## config.mk

```make
export PLATFORM = sky130hd
export DESIGN_NAME = mips_multicycle_ctrl
export DESIGN_NICKNAME = d
export VERILOG_FILES = /design/src/rtl/mips_ctrl_pkg.sv /design/src/rtl/mips_alu_decoder.sv /design/src/rtl/mips_multicycle_ctrl.sv
export SDC_FILE = /design/constraint.sdc
export NUM_CORES = 1
export LEC_CHECK = 0
export CELL_PAD_IN_SITES_DETAIL_PLACEMENT = 0
export CELL_PAD_IN_SITES_GLOBAL_PLACEMENT = 1
export CORE_ASPECT_RATIO = 0.7
export CORE_MARGIN = 2
export CORE_UTILIZATION = 37
export DETAILED_ROUTE_END_ITERATION = 8
export MAX_ROUTING_LAYER = met4
export PLACE_DENSITY = 0.95
export SYNTH_ARGS = -nofsm -noshare
export SYNTH_HDL_FRONTEND = slang
export SYNTH_SLANG_ARGS = --single-unit
```

## constraint.sdc

```tcl
create_clock -name clk -period 3.25 [get_ports clk]
set_input_delay 0.65 -clock clk [delete_from_list [all_inputs] [get_ports clk]]
set_output_delay 0.65 -clock clk [all_outputs]
set_load 0.01 [all_outputs]
```

## src/rtl/mips_ctrl_pkg.sv

```systemverilog
// Shared encodings for the multi-cycle MIPS controller: FSM states, opcode and
// funct values, ALU control codes and datapath mux selects.
package mips_ctrl_pkg;

   typedef enum logic [3:0] {
      S_FETCH  = 4'd0,
      S_DECODE = 4'd1,
      S_MEMADR = 4'd2,
      S_MEMRD  = 4'd3,
      S_MEMWB  = 4'd4,
      S_MEMWR  = 4'd5,
      S_EXEC   = 4'd6,
      S_ALUWB  = 4'd7,
      S_BRANCH = 4'd8,
      S_ADDIEX = 4'd9,
      S_ADDIWB = 4'd10,
      S_JUMP   = 4'd11
   } state_e;

   localparam logic [5:0] OP_RTYPE = 6'h00;
   localparam logic [5:0] OP_LW    = 6'h23;
   localparam logic [5:0] OP_SW    = 6'h2B;
   localparam logic [5:0] OP_BEQ   = 6'h04;
   localparam logic [5:0] OP_ADDI  = 6'h08;
   localparam logic [5:0] OP_J     = 6'h02;

   localparam logic [5:0] FN_ADD = 6'h20;
   localparam logic [5:0] FN_SUB = 6'h22;
   localparam logic [5:0] FN_AND = 6'h24;
   localparam logic [5:0] FN_OR  = 6'h25;
   localparam logic [5:0] FN_SLT = 6'h2A;

   localparam logic [3:0] ALU_AND = 4'b0000;
   localparam logic [3:0] ALU_OR  = 4'b0001;
   localparam logic [3:0] ALU_ADD = 4'b0010;
   localparam logic [3:0] ALU_SUB = 4'b0110;
   localparam logic [3:0] ALU_SLT = 4'b0111;

   localparam logic [1:0] PC_SRC_ALU    = 2'd0;
   localparam logic [1:0] PC_SRC_ALUOUT = 2'd1;
   localparam logic [1:0] PC_SRC_JUMP   = 2'd2;

   localparam logic [1:0] SRCB_B       = 2'd0;
   localparam logic [1:0] SRCB_FOUR    = 2'd1;
   localparam logic [1:0] SRCB_IMM     = 2'd2;
   localparam logic [1:0] SRCB_IMM_SH2 = 2'd3;

   // States whose exit back to FETCH completes an instruction.
   function automatic logic is_retiring(input state_e s);
      return (s == S_MEMWB) || (s == S_MEMWR) || (s == S_ALUWB) ||
             (s == S_BRANCH) || (s == S_ADDIWB) || (s == S_JUMP);
   endfunction

endpackage

```

## src/rtl/mips_alu_decoder.sv

```systemverilog
// R-type funct decoder: maps funct to an ALU control code and flags
// functs the datapath does not implement.
module mips_alu_decoder
   import mips_ctrl_pkg::*;
(
   input  logic [5:0] funct,
   output logic [3:0] alu_ctrl,
   output logic       funct_legal
);

   // Pure lookup; unknown functs fall back to ADD and are flagged illegal.
   always_comb begin
      alu_ctrl    = ALU_ADD;
      funct_legal = 1'b1;
      case (funct)
         FN_ADD:  alu_ctrl = ALU_ADD;
         FN_SUB:  alu_ctrl = ALU_SUB;
         FN_AND:  alu_ctrl = ALU_AND;
         FN_OR:   alu_ctrl = ALU_OR;
         FN_SLT:  alu_ctrl = ALU_SLT;
         default: funct_legal = 1'b0;
      endcase
   end

endmodule

```

## src/rtl/mips_multicycle_ctrl.sv

```systemverilog
// Multi-cycle MIPS controller. Sequences a shared datapath through
// fetch/decode/execute/memory/writeback, stalling on the memory req/ready
// handshake, and counts retired instructions.
//
// Memory handshake: mem_req (with mem_we and iord) is raised in FETCH, MEMRD
// and MEMWR and held until the cycle mem_ready=1; that cycle completes the
// access and the FSM advances. mem_ready in any other state is ignored.
module mips_multicycle_ctrl
   import mips_ctrl_pkg::*;
#(
   parameter int CNT_W   = 32,
   parameter int ALUOP_W = 4
) (
   input  logic               clk,
   input  logic               rst,
   input  logic [5:0]         opcode,
   input  logic [5:0]         funct,
   input  logic               zero,
   input  logic               mem_ready,
   output logic               mem_req,
   output logic               mem_we,
   output logic               iord,
   output logic               ir_write,
   output logic               pc_write,
   output logic [1:0]         pc_src,
   output logic               alu_src_a,
   output logic [1:0]         alu_src_b,
   output logic [ALUOP_W-1:0] alu_ctrl,
   output logic               reg_write,
   output logic               reg_dst,
   output logic               mem_to_reg,
   output logic               illegal,
   output logic [3:0]         state,
   output logic [CNT_W-1:0]   retired
);

   state_e             state_q, state_d;
   logic [CNT_W-1:0]   retired_q, retired_d;
   logic [3:0]         dec_alu_ctrl;
   logic               funct_legal;
   logic [3:0]         alu_code;

   mips_alu_decoder u_alu_dec (
      .funct       (funct),
      .alu_ctrl    (dec_alu_ctrl),
      .funct_legal (funct_legal)
   );

   // State register and retired counter; reset returns to FETCH with count 0.
   always_ff @(posedge clk) begin
      if (rst) begin
         state_q   <= S_FETCH;
         retired_q <= '0;
      end else begin
         state_q   <= state_d;
         retired_q <= retired_d;
      end
   end

   // Next-state and Moore-style output decode; rst forces every output low
   // so an abandoned access never fires a strobe.
   always_comb begin
      state_d    = S_FETCH;
      mem_req    = 1'b0;
      mem_we     = 1'b0;
      iord       = 1'b0;
      ir_write   = 1'b0;
      pc_write   = 1'b0;
      pc_src     = PC_SRC_ALU;
      alu_src_a  = 1'b0;
      alu_src_b  = SRCB_B;
      alu_code   = ALU_AND;
      reg_write  = 1'b0;
      reg_dst    = 1'b0;
      mem_to_reg = 1'b0;
      illegal    = 1'b0;
      case (state_q)
         S_FETCH: begin
            mem_req   = 1'b1;
            alu_src_b = SRCB_FOUR;
            alu_code  = ALU_ADD;
            pc_src    = PC_SRC_ALU;
            if (mem_ready) begin
               ir_write = 1'b1;
               pc_write = 1'b1;
               state_d  = S_DECODE;
            end else begin
               state_d  = S_FETCH;
            end
         end
         S_DECODE: begin
            // ALU precomputes PC+4 + (sext(imm)<<2) for a possible branch.
            alu_src_b = SRCB_IMM_SH2;
            alu_code  = ALU_ADD;
            case (opcode)
               OP_LW, OP_SW: state_d = S_MEMADR;
               OP_RTYPE: begin
                  if (funct_legal) begin
                     state_d = S_EXEC;
                  end else begin
                     illegal = 1'b1;
                     state_d = S_FETCH;
                  end
               end
               OP_BEQ:  state_d = S_BRANCH;
               OP_ADDI: state_d = S_ADDIEX;
               OP_J:    state_d = S_JUMP;
               default: begin
                  illegal = 1'b1;
                  state_d = S_FETCH;
               end
            endcase
         end
         S_MEMADR: begin
            alu_src_a = 1'b1;
            alu_src_b = SRCB_IMM;
            alu_code  = ALU_ADD;
            state_d   = (opcode == OP_SW) ? S_MEMWR : S_MEMRD;
         end
         S_MEMRD: begin
            mem_req = 1'b1;
            iord    = 1'b1;
            state_d = mem_ready ? S_MEMWB : S_MEMRD;
         end
         S_MEMWB: begin
            reg_write  = 1'b1;
            mem_to_reg = 1'b1;
            state_d    = S_FETCH;
         end
         S_MEMWR: begin
            mem_req = 1'b1;
            mem_we  = 1'b1;
            iord    = 1'b1;
            state_d = mem_ready ? S_FETCH : S_MEMWR;
         end
         S_EXEC: begin
            alu_src_a = 1'b1;
            alu_src_b = SRCB_B;
            alu_code  = dec_alu_ctrl;
            state_d   = S_ALUWB;
         end
         S_ALUWB: begin
            reg_write = 1'b1;
            reg_dst   = 1'b1;
            state_d   = S_FETCH;
         end
         S_BRANCH: begin
            alu_src_a = 1'b1;
            alu_src_b = SRCB_B;
            alu_code  = ALU_SUB;
            pc_src    = PC_SRC_ALUOUT;
            pc_write  = zero;
            state_d   = S_FETCH;
         end
         S_ADDIEX: begin
            alu_src_a = 1'b1;
            alu_src_b = SRCB_IMM;
            alu_code  = ALU_ADD;
            state_d   = S_ADDIWB;
         end
         S_ADDIWB: begin
            reg_write = 1'b1;
            state_d   = S_FETCH;
         end
         S_JUMP: begin
            pc_src   = PC_SRC_JUMP;
            pc_write = 1'b1;
            state_d  = S_FETCH;
         end
         default: state_d = S_FETCH;
      endcase

      if (rst) begin
         mem_req    = 1'b0;
         mem_we     = 1'b0;
         iord       = 1'b0;
         ir_write   = 1'b0;
         pc_write   = 1'b0;
         pc_src     = PC_SRC_ALU;
         alu_src_a  = 1'b0;
         alu_src_b  = SRCB_B;
         alu_code   = ALU_AND;
         reg_write  = 1'b0;
         reg_dst    = 1'b0;
         mem_to_reg = 1'b0;
         illegal    = 1'b0;
      end
   end

   // Count an instruction each time a completing state hands back to FETCH.
   always_comb begin
      retired_d = retired_q;
      if ((state_d == S_FETCH) && is_retiring(state_q)) begin
         retired_d = retired_q + CNT_W'(1);
      end
   end

   assign alu_ctrl = ALUOP_W'(alu_code);
   assign state    = rst ? 4'd0 : state_q;
   assign retired  = rst ? '0 : retired_q;

endmodule

```

==> results.md, run 1 <==
* Metal3 WL at 365 um
* Worst setup SP type: input port
* R2R cell count at 5
* Crit path required time at 2.60 ns
* Via-to-Cell Ratio at 5.381
* H-tree depth at 2
* Status: finished clean
* Final Skew at 0.003922 ns
* Clock root cell: clkbuf_8
* Area of placed instances at 3192 um2
* Full die area at 7213 um2
* Rows at 24
* Gr usage total at 0.1853
* CTS Sinks at 36
* Hold endpoint: retired_q[31]
* DR iter-0 viols at 144
* Via count at 2529
* Pin count of the biggest net entering global routing at 22
* ANT nets after route at 0
* Peak supply drop at 164.1 uV
* Leakage at 0.001096 uW
* Area share of the largest cell type after synthesis at 0.2978
* Design Area, Final at 3311 um2
* First-pass GRT wire length at 10600 um
* Vias in the first global route at 2285
* Final net count at 408
* Synthesized area at 2420 um2
* Worst min path class: reg2reg
* CTS tree: done
* Syn Inst Count at 323
* First-pass detailed-route iteration total at 4
* Total Wirelength at 6271 um
* Wire length on met1 at 3228 um
* Initial core utilization at 0.3856
* Share of flip-flops with an asynchronous set or reset at 0
* Share of cells above drive strength 1 at 0.09694
* Hold_buf cts at 0
* Tcrit/Tclk final at 0.9461
* Fillers at 574
* Synth-to-Final Area Change at 36.82%
* GRT overflow at 0
* CP Capture Type: primary output
* Kind of critical path: in2out
* PD cells at 282.7 nW/um2
* Reg-to-Reg End: retired_q[31]
* Slew Limit Fails at 0
* CP Max Fanout at 9
* TNS Setup at 0 ns
* Port Buf Inserts at 68
* Top_reg_cell synth: dfxtp_1
* Total I/O pin count at 70
* Maximum clock rate at 0.3252 GHz
* Antenna diodes at 0
* Syn avg cell area at 7.492 um2
* RSZ-0062 raised after global routing: false
* Worst Path Arrival at 2.42 ns
* Period minus WS final at 3.075 ns
* Die Width at 100.7 um
* Relative slew margins at 0.5685
* DRC at 0
* Clk slew on worst S/H paths at 0.07 ns
* Die Ht at 71.66 um
* Avg WL per Cell at 13.34 um
* CTS Buffer Depth at 2
* Synth area leader: dfxtp_1
* Synth unique cells at 49
* Post-Syn Nets at 340
* R2R Setup Slk at 0.94 ns
* YS warnings at 0
* Tightest Pin Transition at 0.6309 ns
* Seq cells post-synth at 36
* Hpwl dp at 4803 um
* Clk_lat worst skew at 0.29 ns
* Post-synthesis sequential area ratio at 0.2978
* WHS Path Cells at 2
* Hold Startpoint: retired_q[31]
* Metal2 WL at 2637 um
* Core Util, Final at 0.5275
* Max layer used: met4
* Setup violators final at 0
* Area contributors post-synth: dfxtp_1 (30%), nor2b_1 (8.8%), nor2_1 (6.7%)
* Core area at 6276 um2
* Initial antenna violation count at 0
* Number of synthesized flops with an enable pin at 0
* Worst flop-to-flop path startpoint: state_q[0]
* Final count of hold timing violations at 0
* Max-cap violations at 0
* CTS buffer count at 5
* Gp weighted congestion at 0.8402
[Yosys cell counts (10+ instances only)]
| master | n |
|---|---|
| nand4_1 | 10 |
| o21ai_0 | 19 |
| nor3_1 | 10 |
| dfxtp_1 | 36 |
| clkbuf_1 | 12 |
| xor2_1 | 12 |
| nor2b_1 | 34 |
| nand3_1 | 21 |
| nor2_1 | 43 |
| nand2_1 | 16 |
| a21oi_1 | 17 |
| or3_1 | 14 |
[per-stage QoR]
stage | hold slack, ns | std cells | worst slack (ns) | power, uW
after global routing | 0.5275 | 470 | 0.1064 | 976.9
after CTS | 0.4897 | 470 | 0.03790 | 945.0
after floorplan | 0.4489 | 323 | 0.9942 | 499.8
after detailed placement | 0.4796 | 462 | 0.04279 | 548.4
final | 0.4850 | 470 | 0.1753 | 935.8
after global placement | 0.4617 | 462 | 0.1054 | 546.9
[logic make-up (layout without fill, tap and decap cells)]
group | count (synthesis) | count (layout) | synth area share
simple gates | 176 | 176 | 0.3925
compound gates | 59 | 59 | 0.1582
flops | 36 | 36 | 0.2978
buf+inv | 26 | 95 | 0.05015
xor+xnor | 15 | 15 | 0.05429
mux | 9 | 9 | 0.04033
fa+ha+maj | 1 | 1 | 0.005170
other cells | 1 | 1 | 0.001550
[critical path, stage by stage]
cell	delay, ns
clkdlybuf4s50_1	0.59
xor2_1	0.24
o211ai_1	0.20
and4_1	0.21
clkdlybuf4s50_1	0.53
[per-layer routing]
layer,track usage,up-vias
met2,0.2652,65
li1,-,1278
met1,0.2642,1181
met5,-,-
met3,0.04390,5
met4,0.04110,0
[registers in the layout, indices dropped and copies added (netlist names)]
| signal | flops |
|---|---|
| retired_q | 32 |
| state_q | 4 |
[timing repair]
action	CTS	global route
gates resized for setup	0	2
endpoints found under the setup margin	0	1
setup buffers	0	0
endpoints found under the hold margin	0	0
[report_power, final]
group	total [uW]	internal, uW	switching, uW
Clock	397	227	170
Combinational	93.4	45.1	48.3
Sequential	445	442	3.29
Total	936	714	222
[cell type report]
class / count / area, um2 / share of cell area
multi-input combinational: 261 / 1583 / 0.4781
clock buffer: 5 / 68.82 / 0.02079
clock inverter: 3 / 42.54 / 0.01285
tap: 78 / 97.59 / 0.02948
sequential: 36 / 720.7 / 0.2177
inverter: 6 / 22.52 / 0.006803
timing repair buffer: 81 / 775.7 / 0.2343
[how the worst max path moves through the flow]
stage,cells past startpoint,endpoint,startpoint
2_1_floorplan,4,alu_src_a,rst
3_5_place_dp,7,illegal,funct[2]
6_report,5,illegal,opcode[1]
5_1_grt,7,illegal,funct[1]
3_3_place_gp,7,illegal,funct[2]
4_1_cts,7,illegal,funct[2]
[cells in the final DEF (no fill, tap or decap), types with 5 or more instances in the layout]
master           netlist  routed
nand2b_1               6       6
mux2_2                 6       6
or3_1                 14      14
dfxtp_1               36      36
clkbuf_8               0       5
nand4_1               10      10
nand3_1               21      21
and3_1                 5       5
a21oi_1               17      17
nor3_1                10       9
o21ai_0               19      19
nor2_1                43      43
clkdlybuf4s50_1        0      66
xor2_1                12      12
nor2b_1               34      34
nand2_1               16      16
buf_4                  4      13
inv_1                  6       6
Note: power is estimated with default switching activity, not from simulation.
==> inputs of run 2 (changes only) <==
==> constraint.sdc (replaced) <==
create_clock -name clk -period 3.95 [get_ports clk]
set_input_delay 0.79 -clock clk [delete_from_list [all_inputs] [get_ports clk]]
set_output_delay 0.79 -clock clk [all_outputs]
set_load 0.01 [all_outputs]
==> results.md, run 2 (synthesis gave the netlist of run 1 again) <==
* First-pass detailed-route iteration total at 4
* Final net count at 399
* Via-to-Cell Ratio at 5.315
* Crit path required time at 3.16 ns
* Largest regs: retired_q (32), state_q (4)
* Status: finished clean
* Fillers at 616
* Setup violators final at 0
* Maximum clock rate at 0.2878 GHz
* Period minus WS final at 3.475 ns
* Initial antenna violation count at 0
* Full die area at 7213 um2
* H-tree depth at 2
* Top reg by flops: retired_q
* Final Skew at 0.007988 ns
* Tightest hold margin at 0.4789 ns
* DRC at 0
* Multi-input gate area at 1578 um2
* Vias in the first global route at 2228
* Total area of sequential cells at 720.7 um2
* Die Width at 100.7 um
* Final count of hold timing violations at 0
* Max reg flops at 32
* Kind of critical path: in2out
* Share of cells above drive strength 1 at 0.06806
* Most frequent cells in the layout: clkdlybuf4s50_1 (67), nor2_1 (43), dfxtp_1 (36)
* CP Cell Sequence: clkdlybuf4s50_1 -> mux2i_1 -> nand3_1 -> nor3_1 -> o21ai_0 -> and4_1 -> clkdlybuf4s50_1
* Via count at 2445
* CTS buffer count at 5
* CP Capture Type: primary output
* Core area at 6276 um2
* Avg WL per Cell at 13.30 um
* Place WS at 0.4902 ns
* Antenna diodes at 0
* Design Area, Final at 3214 um2
* Cts repair resizes at 0
* Tcrit/Tclk final at 0.8797
* Pin count of the biggest net entering global routing at 36
* Max-cap violations at 0
* Slew Limit Fails at 0
* TNS Setup at 0 ns
* Tightest Pin Transition at 0.5443 ns
* Relative slew margins at 0.6367
* Gr usage total at 0.1867
* Synth-to-Final Area Change at 32.83%
* Hold_buf cts at 0
* Total Power at 690.3 uW
* Worst stage delay on the critical path at 0.54 ns
* CTS Buffer Depth at 2
* Leakage at 0.001033 uW
* Clock root cell: clkbuf_8
* R2R Setup Slk at 1.59 ns
* Postcts setup bufs at 0
* Total Wirelength at 6117 um
* CTS Sinks at 36
* Port Buf Inserts at 68
* GRT overflow at 0
* Most common cell after layout, fill and taps aside: clkdlybuf4s50_1
* CTS tree: done
* Area of placed instances at 3137 um2
* Most frequent CP cell: clkdlybuf4s50_1
* Worst min path class: reg2reg
* RSZ-0062 raised after global routing: false
* CP Max Fanout at 4
* Gp weighted congestion at 0.8389
* DR iter-0 viols at 140
* Worst setup SP type: input port
* Slowest CP cell: clkdlybuf4s50_1
* Hpwl dp at 4447 um
* Clk slew on worst S/H paths at 0.07 ns
* Final Worst Setup Slack at 0.4753 ns
* Rows at 24
* Worst Path Arrival at 2.68 ns
* Initial core utilization at 0.3856
* Peak supply drop at 123.9 uV
* Die Ht at 71.66 um
* Clk_lat worst skew at 0.29 ns
* Total I/O pin count at 70
* PD cells at 214.8 nW/um2
* ANT nets after route at 0
* First-pass GRT wire length at 10700 um
==> run 2: changes by cell type in the layout (fill, tap and decap cells not counted), sizes merged <==
cell / previous run / this run
buf: 14 / 5
bufinv: 1 / 0
clkbuf: 5 / 6
clkdlybuf4s50: 66 / 67
clkinvlp: 1 / 0
dlymetal6s2s: 1 / 0
==> run 2: path summary, 6_finish.rpt <==
check	start	end	cells past startpoint
worst max-delay path	funct[2]	illegal	7
worst min-delay path	retired_q[31]	retired_q[31]	2
worst max register to register	state_q[0]	retired_q[28]	5
worst min register to register	retired_q[31]	retired_q[31]	2
==> run 2: area by class of cell <==
type,instances,area share
well taps,78,0.03036
clock buffers,6,0.02258
repair buffers,72,0.2234
inverters,6,0.007007
multi-input cells,261,0.4909
flip-flops and latches,36,0.2242
clock inverters,1,0.001557
==> run 2: where the power goes <==
part | internal, uW | switching [uW]
Clock | 120 | 132
Sequential | 363 | 3.10
Combinational | 34.5 | 37.6
Total | 518 | 172
==> run 2: metrics by stage <==
stage | utilization | cells
after global routing | 0.5122 | 460
after CTS | 0.5122 | 460
after detailed placement | 0.4998 | 453
final | 0.5122 | 460
after floorplan | - | 323
after global placement | 0.4998 | 453
==> run 2: critical path: cells and delay by family <==
kind            cells  cell delay (ns)
compound gates      1             0.11
buf+inv             2             1.01
simple gates        3             0.52
mux                 1             0.26
==> run 2: layer usage <==
| layer | vias up | part of all wire | GRT usage |
|---|---|---|---|
| met3 | 7 | 0.048 | 0.04000 |
| met1 | 1117 | 0.53 | 0.2804 |
| li1 | 1261 | - | - |
| met5 | - | 0 | - |
| met2 | 60 | 0.41 | 0.2474 |
| met4 | 0 | 0.011 | 0.05175 |
